--- config.mk ---
export PLATFORM = sky130hd
export DESIGN_NAME = draw_background_ext
export DESIGN_NICKNAME = d
export VERILOG_FILES = /design/src/rtl/draw_background_ext.sv
export SDC_FILE = /design/constraint.sdc
export NUM_CORES = 1
export LEC_CHECK = 0
export BUFFER_PORTS_ARGS = -buffer_cell sky130_fd_sc_hd__clkbuf_2
export CAP_MARGIN = 40
export CORE_UTILIZATION = 44
export DETAILED_ROUTE_END_ITERATION = 16
export PLACE_DENSITY = 0.77
export SLEW_MARGIN = 10
export SYNTH_ARGS = -nofsm -noshare
export SYNTH_HDL_FRONTEND = slang
export SYNTH_SLANG_ARGS = --single-unit
--- constraint.sdc ---
create_clock -name pclk -period 1.5 [get_ports pclk]
set_input_delay 0.15 -clock pclk [delete_from_list [all_inputs] [get_ports pclk]]
set_output_delay 0.15 -clock pclk [all_outputs]
set_load 0.03 [all_outputs]
--- src/rtl/draw_background_ext.sv ---
`default_nettype none
// ============================================================================
// draw_background_ext
//   Background colour generator with a VGA timing delay line (LATENCY stages),
//   borders, per-frame fill patterns and a frame counter. The optional dashed
//   centre net is enabled by defining DRAW_BACKGROUND_NET_EN.
//   Revision: 1.0
// ============================================================================
module draw_background_ext #(
  parameter int          H_ACTIVE      = 1024,
  parameter int          V_ACTIVE      = 768,
  parameter int          BORDER_W      = 1,
  parameter int          LATENCY       = 1,
  parameter int          FRAME_W       = 6,
  parameter int          BLINK_BIT     = 5,
  parameter logic [11:0] BLANK_RGB     = 12'h333,
  parameter logic [11:0] FILL_RGB      = 12'h000,
  parameter logic [11:0] ALT_RGB       = 12'h222,
  parameter int          NET_W         = 4,
  parameter int          NET_DASH_LOG2 = 4
) (
  input  logic               pclk,
  input  logic               rst_n,
  input  logic [10:0]        vcount_in,
  input  logic [10:0]        hcount_in,
  input  logic               vsync_in,
  input  logic               vblnk_in,
  input  logic               hsync_in,
  input  logic               hblnk_in,
  input  logic [1:0]         mode_in,
  output logic [10:0]        vcount_out,
  output logic [10:0]        hcount_out,
  output logic               vsync_out,
  output logic               hsync_out,
  output logic               vblnk_out,
  output logic               hblnk_out,
  output logic [11:0]        rgb_out,
  output logic [FRAME_W-1:0] frame_cnt_out
);

  localparam int          PIPE_W  = 11 + 11 + 4 + 12;
  localparam logic [10:0] BORDER  = 11'(BORDER_W);
  localparam logic [10:0] V_LIMIT = 11'(V_ACTIVE - BORDER_W);
  localparam logic [10:0] H_LIMIT = 11'(H_ACTIVE - BORDER_W);

  if (BORDER_W < 1 || BORDER_W > 16) begin : g_bad_border
    $error("draw_background_ext: BORDER_W must be 1..16");
  end
  if (LATENCY < 1 || LATENCY > 4) begin : g_bad_latency
    $error("draw_background_ext: LATENCY must be 1..4");
  end
  if (BLINK_BIT >= FRAME_W) begin : g_bad_blink
    $error("draw_background_ext: BLINK_BIT must be below FRAME_W");
  end
  if (NET_W < 1 || NET_DASH_LOG2 < 1) begin : g_bad_net
    $error("draw_background_ext: NET_W and NET_DASH_LOG2 must be positive");
  end

  logic [1:0]         mode_q;
  logic [FRAME_W-1:0] frame_cnt;
  logic               vsync_d;
  logic               frame_start;
  logic               net_pix;
  logic [11:0]        rgb_next;
  logic [PIPE_W-1:0]  pipe_q [LATENCY];

  assign frame_start = vsync_in & ~vsync_d;

`ifdef DRAW_BACKGROUND_NET_EN
  localparam logic [10:0] NET_LO = 11'(H_ACTIVE / 2 - NET_W / 2);
  localparam logic [10:0] NET_HI = 11'(H_ACTIVE / 2 + NET_W / 2 - 1);

  // Dash is drawn on the first half of each 2^NET_DASH_LOG2-line period.
  assign net_pix = (hcount_in >= NET_LO) && (hcount_in <= NET_HI) &&
                   !vcount_in[NET_DASH_LOG2-1];
`else
  assign net_pix = 1'b0;
`endif

  always_comb begin
    rgb_next = FILL_RGB;
    if (vblnk_in || hblnk_in)      rgb_next = BLANK_RGB;
    else if (vcount_in < BORDER)   rgb_next = 12'h00f;
    else if (vcount_in >= V_LIMIT) rgb_next = 12'hf0f;
    else if (hcount_in < BORDER)   rgb_next = 12'h0f0;
    else if (hcount_in >= H_LIMIT) rgb_next = 12'hf00;
    else if (net_pix)              rgb_next = 12'hfff;
    else begin
      unique case (mode_q)
        2'd0: rgb_next = FILL_RGB;
        2'd1: rgb_next = vcount_in[4] ? ALT_RGB : FILL_RGB;
        2'd2: rgb_next = (hcount_in[5] ^ vcount_in[5]) ? ALT_RGB : FILL_RGB;
        2'd3: rgb_next = frame_cnt[BLINK_BIT] ? ALT_RGB : FILL_RGB;
        default: rgb_next = FILL_RGB;
      endcase
    end
  end

  // The frame-start pixel is coloured with the old mode_q/frame_cnt above;
  // the new values take effect from the following pixel.
  always_ff @(posedge pclk or negedge rst_n) begin
    if (!rst_n) begin
      mode_q    <= 2'd0;
      frame_cnt <= '0;
      vsync_d   <= 1'b0;
    end else begin
      vsync_d <= vsync_in;
      if (frame_start) begin
        mode_q    <= mode_in;
        frame_cnt <= frame_cnt + 1'b1;
      end
    end
  end

  always_ff @(posedge pclk or negedge rst_n) begin
    if (!rst_n) begin
      for (int i = 0; i < LATENCY; i++) pipe_q[i] <= '0;
    end else begin
      pipe_q[0] <= {vcount_in, hcount_in, vsync_in, hsync_in,
                    vblnk_in, hblnk_in, rgb_next};
      for (int i = 1; i < LATENCY; i++) pipe_q[i] <= pipe_q[i-1];
    end
  end

  assign {vcount_out, hcount_out, vsync_out, hsync_out,
          vblnk_out, hblnk_out, rgb_out} = pipe_q[LATENCY-1];
  assign frame_cnt_out = frame_cnt;

endmodule
`default_nettype wire

Word level (Yosys, flattened, before mapping):

Cells that the tools add are included.

* equal/unequal tests: 3
* $lt $le $gt $ge: 4
* $add $sub $neg: 1
* shift-type cells: 0
* reductions and logical operators: 2
* bitwise operators: 3
* divide/modulo/power cells: 0
* $mul: 0
* multiplexer cells: 9

Operators by type and width (number)
* 2-to-1 mux 12 bit: 5
* one-hot mux 12 bit (4 select lines): 1
* 2-to-1 mux 10 bit: 3
* greater-or-equal comparator 11 x 10 -> 1 bit, second input constant: 2
* < comparator 11 x 1 -> 1 bit, second input constant: 2
* adder 6 x 1 -> 6 bit, second input constant: 1
* equality test 2 bit, second input constant: 2
* equality test 2 x 1 -> 1 bit, second input constant: 1
* logical NOT 2 bit: 1
* AND 1 bit: 1
* logical OR 1 bit: 1
* inverter 1 bit: 1
* bitwise XOR 1 bit: 1

* bits in writable memories: 0
* input port bits: 30
* word-level logic and storage cells: 26
* ROM bits: 0
* output and inout bits: 44
* bits in latches: 0
* register bits: 47
* memories: 0

Logic depth before layout (Yosys ltp):

Gate-level depths: netlist (run 1).

* depth in word-level cells: 8
* gate-level depth with buffers: 5
* depth with buffers taken out: 4

Least setup slack after synthesis (run 1):

Ideal clock, no wire load.

* kind: reg2reg
* from: register pipe_q[15] (netlist name)
* to: register frame_cnt[5], in the netlist frame_cnt_out[5]
* setup slack: 0.220 ns
* data arrival time: 1.199 ns
* path buffers: 1
* setup time: 0.080 ns
* clock period less this slack: 1.280 ns
* data required time: 1.420 ns
* stages on the path, launching flop included: 6
* path through: dfrtp_1 -> nor2b_1 -> buf_2 -> nand4_1 -> nor2_1 -> xor2_1

RTL lines
* end signal, assigned: RTL line 110 `frame_cnt <= frame_cnt + 1'b1;`
* end, declared: RTL line 60 `logic [FRAME_W-1:0] frame_cnt;`

Final worst setup path (run 1):

* from: input port vcount_in[5]
* to: register pipe_q[5] (netlist name)

* longest elaborated chain between the ends: 8
* elaborated cells on any way between the ends: 10
* classes of those cells: 2 x order compare; 7 x mux; 1 x bitwise

RTL lines
* start, declared: RTL line 24 `input logic [10:0] vcount_in,`
* bitwise XOR 1 bit: RTL line 92 `2'd2: rgb_next = (hcount_in[5] ^ vcount_in[5]) ? ALT_RGB : FILL_RGB;`
* 2-to-1 mux 10 bit: RTL line 92
* one-hot mux 12 bit (4 select lines): RTL line 89 `unique case (mode_q)`
* 2-to-1 mux 12 bit: RTL line 86 `else if (hcount_in >= H_LIMIT) rgb_next = 12'hf00;`
* 2-to-1 mux 12 bit: RTL line 85 `else if (hcount_in < BORDER) rgb_next = 12'h0f0;`
* 2-to-1 mux 12 bit: RTL line 84 `else if (vcount_in >= V_LIMIT) rgb_next = 12'hf0f;`
* 2-to-1 mux 12 bit (*): RTL line 83 `else if (vcount_in < BORDER) rgb_next = 12'h00f;`
* 2-to-1 mux 12 bit (*): RTL line 82 `if (vblnk_in || hblnk_in) rgb_next = BLANK_RGB;`
* via rgb_next[5]: RTL line 64 `logic [11:0] rgb_next;`
* end, declared: RTL line 65 `logic [PIPE_W-1:0] pipe_q [LATENCY];`

The timed path passes the listed nets; every way through them passes the cells marked *. The select of a mux whose other input is x is not followed.
A chain may end at the register's enable or synchronous reset.

==> results of run 1 <==
-- per-layer routing --
layer | part of all wire, % | track usage [%] | up-vias
li1 | - | - | 577
met1 | 40 | 20.3 | 567
met2 | 52 | 35.2 | 55
met3 | 6.9 | 6.82 | 5
met4 | 1.0 | 5.52 | 0
met5 | 0 | 0 | -
-- sequential cells by signal, summed over array words and instances (netlist names) --
name and cells:
mode_q 2, pipe_q 35, frame_cnt_out 6
-- cell usage after synthesis --
cell       count  area share [%]
xor2_1         2             1.2
nor3_1         3             1.0
mux2i_1        1            0.66
a211oi_2       1            0.83
a211o_1        1            0.58
o21ai_0        1            0.33
nor2_1         2            0.50
nand2_1        8             2.0
buf_2          1            0.33
nor4_2         1            0.83
and3_1         2            0.83
nand3b_1       1            0.50
o211ai_1       1            0.50
o22ai_1        1            0.42
a2111oi_4      1             1.8
nand4_1        6             2.5
o32a_1         1            0.66
nand2b_1       1            0.42
mux2_2         2             1.5
nor2b_1        2            0.83
xnor2_1        4             2.3
buf_4          3             1.5
o31ai_2        1            0.83
a21boi_0       1            0.50
nor4_1         3             1.2
o21bai_2       1            0.75
ha_1           1            0.83
dfrtp_1       43              71
nand3_1        4             1.3
a21oi_1        1            0.33
inv_1          3            0.75
-- final cells by class --
class                           count  area share, %
Tap cell                           44           2.42
Timing Repair Buffer              103           28.9
Multi-Input combinational cell     54           18.6
Sequential cell                    43           47.2
Clock buffer                        6           1.81
Clock inverter                      2          0.549
Inverter                            3          0.494
-- power by group through the flow --
stage / Combinational (mW) / Clock, mW / Sequential [mW]
global placement: 0.643 / 0 / 1.41
global route: 0.773 / 0.576 / 1.41
finish: 0.718 / 0.511 / 1.39
floorplan: 0.164 / 0 / 1.65
detailed placement: 0.658 / 0 / 1.42
CTS: 0.716 / 0.541 / 1.39
-- what timing repair did --
action                                  CTS  global route
endpoints found under the setup margin    0             6
hold endpoints to repair                 69             0
gates resized for setup                   0             5
hold buffers                             27             0
-- cell families after synthesis --
logic type                 count (synthesis)  synth area share (%)
AOI/OAI and AO/OA                         11                  7.56
adders and majority gates                  1                 0.830
DFF                                       43                  71.4
and+or+nand+nor                           33                  12.0
buffers and inverters                      7                  2.57
xor gates and xnor gates                   6                  3.49
muxes                                      3                  2.16
-- path summary, 6_finish.rpt --
check                                             start                            to  slack (ns)  cells past startpoint
setup / recovery                           vcount_in[5]           pipe_q[5]$_DFF_PN0_        0.05                      6
hold / removal                                 vblnk_in          pipe_q[13]$_DFF_PN0_        0.02                      1
min in group asynchronous                         rst_n          pipe_q[17]$_DFF_PN0_        0.40                      3
hold reg to reg            frame_cnt_out[5]$_DFFE_PN0P_  frame_cnt_out[5]$_DFFE_PN0P_        0.50                      1
setup reg to reg                   pipe_q[15]$_DFF_PN0_  frame_cnt_out[1]$_DFFE_PN0P_        0.26                      3
max in group asynchronous                         rst_n           pipe_q[0]$_DFF_PN0_        0.76                      3
==> impl_results.md, run 1 <==
- RD Place Congestion: 0.763
- Synthesis-stage register bit count: 43
- Logic gate share of total power: between 20 and 30%
- Count of different cell masters after synthesis: 31
- Largest net degree at the start of global routing: 44
- Final setup fails: 0
- Sequential fraction of the synthesis area: 71.4%
- Critical path's slowest cell: dlygate4sd3_1
- Critical Path RT: 1.72 ns
- Unrepaired setup endpoints after global routing: no
- Setup crit end kind: register
- DR pass1 iterations: 4
- Placed Area: 1920 sq um
- Syn nets: 135
- Synth Instances: 104
- Area occupied by multi-input gates: 424 sq um
- Sink Count: 43
- Vias in the first global route: about 1200
- Final worst path period share: 96.5%
- Top Family by Delay on Critical Path: buffers and inverters
- Initial antenna violation count: 0
- Commonest non-fill, non-tap cell in the layout: clkbuf_2
- Hold WS: roughly 0.022 ns
- Outcome: completed
- Setup Skew: 0.00510 ns
- Routed vias: 1204
- Commonest cells after routing, fill and taps aside: clkbuf_2, dfrtp_1, dlygate4sd3_1
- CTS Buf Count: 5
- Worst setup SP type: input port
- Final Util: 72.3%
- Die height: 60.5 um
- LEAKAGE: 1.10 nW
- Crit-path max cell delay: 0.53 ns
- Register area: 1080 sq um
- Share of cells above drive strength 1: roughly 43%
- Avg Inst Size Synth: 14.5 sq um
- Power share of the clock group: about a fifth
- Placed cells: 220
- Setup ws final: 0.0522 ns
- Setup TNS: 0 ns
- Worst-Margin Slew: around 0.5 ns
- PortBufs: 73
- Clock transition at path regs: 0.10 ns
- Starting Density: a little under half
- DP Worst Slack: 0.179 ns
- PD cells: 1150 nW/um^2
- Critical Path Fanout Max: 4
- Row count: 20
- Crit path cell chain: dlygate4sd3_1 > buf_2 > nor4_4 > and3_1 > a211oi_2 > o32a_1
- Root buffer cell: clkbuf_4
- VDD IR-drop max: 0.933 mV
- Class of the most critical hold timing path: input port to register
- CP Class: input port to register
- Antenna cells: 0
- Area Growth Syn to Fin: 51.2%
- DRC viols: 0
- Pint: 1.73 mW
- Arr. time, crit path: 1.67 ns
- 1st-iter DRT viols: 33
- Finished Cell Area: 2280 sq um
- Slew Viols, Final: 0
- Avg WL per Cell: 12.9 um
- Post-Syn Area: 1510 sq um
- Worst Path Buf+Inv: 2
- Sequential share of power: between 50% and 60%
- Post-Layout Cell Count: 255
- CTS tree: yes
- Max Cap Violations: 0
- Clock tree buffer depth: 2
- ANT nets after route: 0
- Total track usage: 19.0%
- Setup bufs post-CTS: 0
- H-Tree Depth: 2
- Final hold violations: 0
- I/O pin cnt: 74
- Die Wd: ~61 um
- Sw power: 0.888 mW
- Die area: 3660 sq um
- Sw Share: 33.9%
- Routed vias/inst: 4.72
- Total number of yosys warnings: 0
- Clk_lat worst skew: 0.34 ns
- Fillers: approximately 240
- PnR Total Power: 2.62 mW
- Achievable Freq: just under 700 MHz
- Post-Route WL: 3.28 mm
- Slew HR: 66.1%
- First-pass GRT wire length: 4.91 mm
- Core ar.: around 3200 sq um
- Nets: between 200 and 250
- Detail Placement HPWL: 2.29 mm
- GRT overflow: 0
- Fin crit period: 1.45 ns
Note: power is estimated with default switching activity, not from simulation.
==> run 2, diff against run 1 <==
--- a/config.mk
+++ b/config.mk
@@ -10,6 +10,7 @@
 export CORE_UTILIZATION = 44
 export DETAILED_ROUTE_END_ITERATION = 16
 export PLACE_DENSITY = 0.77
+export RECOVER_POWER = 50
 export SLEW_MARGIN = 10
 export SYNTH_ARGS = -nofsm -noshare
 export SYNTH_HDL_FRONTEND = slang
==> impl_results.md, run 2 (synthesized netlist as in run 1, its figures left out) <==
- Slew HR: 33.6% (-33 points)
- Unrepaired setup endpoints after global routing: no
- Setup Skew: 0.00505 ns (-0.0000588 ns)
- Setup crit start: vcount_in[5]
- Die Wd: 60.5 um (unchanged)
- Fillers: 249 (+2.5%)
- Finished Cell Area: 2260 sq um (-0.88%)
- Reg2Reg Setup Slack: 0.26 ns (about the same)
- Post-Route WL: 3.27 mm (-0.40%)
- Root buffer cell: clkbuf_4
- CTS Buf Count: 5 (unchanged)
- Commonest non-fill, non-tap cell in the layout: clkbuf_2
- Die area: 3660 sq um (unchanged)
- Placed Area: 1920 sq um (unchanged)
- Clock tree buffer depth: 2 (unchanged)
- Initial antenna violation count: 0 (unchanged)
- ANT nets after route: 0 (unchanged)
- Sink Count: 43 (unchanged)
- RD Place Congestion: 0.763 (unchanged)
- Row count: 20 (unchanged)
- Reg with most FFs: pipe_q
- Critical Path RT: 1.73 ns (about the same)
- Detail Placement HPWL: 2.29 mm (unchanged)
- Final worst path period share: 96.5% (about the same)
- DRC viols: 0 (unchanged)
- Share of cells above drive strength 1: 36.5% (-6.6 points)
- Final setup fails: 0 (unchanged)
- Routed vias: 1200 (-0.33%)
- Class of the most critical hold timing path: input port to register
- Worst setup SP type: input port
- PD cells: 1160 nW/um^2 (+0.65%)
- DP Worst Slack: 0.179 ns (unchanged)
- Setup TNS: 0 ns (unchanged)
- Final hold violations: 0 (unchanged)
- Commonest cells after routing, fill and taps aside: clkbuf_2, dfrtp_1, dlygate4sd3_1
- Area Growth Syn to Fin: 49.9%
- 1st-iter DRT viols: 31 (-6.1%)
- Starting Density: 47.8% (unchanged)
- Clk_lat worst skew: 0.34 ns (about the same)
- Clock transition at path regs: 0.11 ns (about the same)
- Routed vias/inst: 4.71 (-0.33%)
- Die height: 60.5 um (unchanged)
- FF-to-FF Start: pipe_q[15]$_DFF_PN0_
- Largest net degree at the start of global routing: 44 (unchanged)
- First-pass GRT wire length: 4.91 mm (unchanged)
- LEAKAGE: 1.06 nW (-3.8%)
- Antenna cells: 0 (unchanged)
- H-Tree Depth: 2 (unchanged)
- PortBufs: 73 (unchanged)
- Vias in the first global route: 1165 (unchanged)
- Core ar.: 3150 sq um (unchanged)
- Avg WL per Cell: 12.8 um (-0.40%)
- Fin crit period: 1.45 ns (-0.000799 ns)
- DR pass1 iterations: 4 (unchanged)
- GRT overflow: 0 (unchanged)
- End of the worst register-to-register path: frame_cnt_out[1]$_DFFE_PN0P_
- Arr. time, crit path: 1.67 ns (about the same)
- Setup bufs post-CTS: 0 (unchanged)
- Critical Path Fanout Max: 4 (unchanged)
- Slew Viols, Final: 0 (unchanged)
- Total track usage: 19.0% (unchanged)
- Setup crit end kind: register
- Worst-Margin Slew: 0.997 ns (+0.488 ns)
- Outcome: completed
- CP Class: input port to register
- I/O pin cnt: 74 (unchanged)
- Achievable Freq: 691 MHz (about the same)
- Setup ws final: 0.0530 ns (+0.000799 ns)
- Final Util: 71.6% (-0.63 points)
- Number of cells on the worst reg-to-reg path: 3 (unchanged)
- Max reg flops: 35 (unchanged)
- Max Cap Violations: 0 (unchanged)
- PnR Total Power: 2.62 mW (-0.23%)
- Nets: 241 (unchanged)
- CP endpoint: pipe_q[5]$_DFF_PN0_
- CTS tree: yes
- VDD IR-drop max: 0.933 mV (about the same)
-- run 2: cell count changes in the layout (fill, tap and decap cells not counted), sizes merged --
cell / delta
buf: -1
clkbuf: +1
-- run 2: metrics by stage --
| step | cells | hold slack, ns |
|---|---|---|
| 2_1_floorplan | 104 | -0.146 |
| 3_3_place_gp | 220 | 0.232 |
| 3_5_place_dp | 220 | 0.244 |
| 4_1_cts | 255 | 0.00466 |
| 5_1_grt | 255 | 0.0238 |
| 6_report | 255 | 0.0385 |
-- run 2: worst min path at each step --
stage          startpoint                           end  slack [ns]  cells after the start
3_3_place_gp        rst_n          pipe_q[11]$_DFF_PN0_        0.23                      2
6_report       mode_in[1]         mode_q[1]$_DFFE_PN0P_        0.04                      2
5_1_grt        mode_in[1]         mode_q[1]$_DFFE_PN0P_        0.02                      2
2_1_floorplan       rst_n  frame_cnt_out[0]$_DFFE_PN0P_       -0.15                      0
4_1_cts          vblnk_in          pipe_q[13]$_DFF_PN0_       0.005                      1
3_5_place_dp        rst_n           pipe_q[8]$_DFF_PN0_        0.24                      2
-- run 2: worst max-delay path, stage by stage --
cell and delay [ns]:
dlygate4sd3_1 0.53, buf_2 0.16, nor4_4 0.28, and3_1 0.20
a211oi_2 0.06, o32a_1 0.30
-- run 2: what timing repair did --
action	in CTS	in global routing
gates resized for setup	0	5
hold buffers	27	0
endpoints found under the hold margin	69	0
endpoints found under the setup margin	0	6
-- run 2: cell type report --
type	count	area, sq um	share of cell area, %
clock buffers	6	41.3	1.83
clock inverters	2	12.5	0.554
inverters	3	11.3	0.499
multi-input cells	54	424	18.8
flip-flops and latches	43	1080	47.6
well taps	44	55.1	2.44
repair buffers	103	638	28.3
-- run 2: where the power goes --
part / total [mW] / switching (mW) / internal (mW)
Clock: 0.510 / 0.330 / 0.181
Combinational: 0.712 / 0.453 / 0.259
Sequential: 1.39 / 0.105 / 1.29
Total: 2.62 / 0.888 / 1.73
-- run 2: layer usage --
layer / wire length (um) / vias to the layer above / track usage (%) / part of all wire (%)
li1: - / 579 / - / -
met2: 1690 / 57 / 35.2 / 52
met4: 28 / 0 / 5.52 / 0.86
met3: 230 / 3 / 6.82 / 7.0
met1: 1320 / 561 / 20.3 / 40
met5: 0 / - / 0 / 0
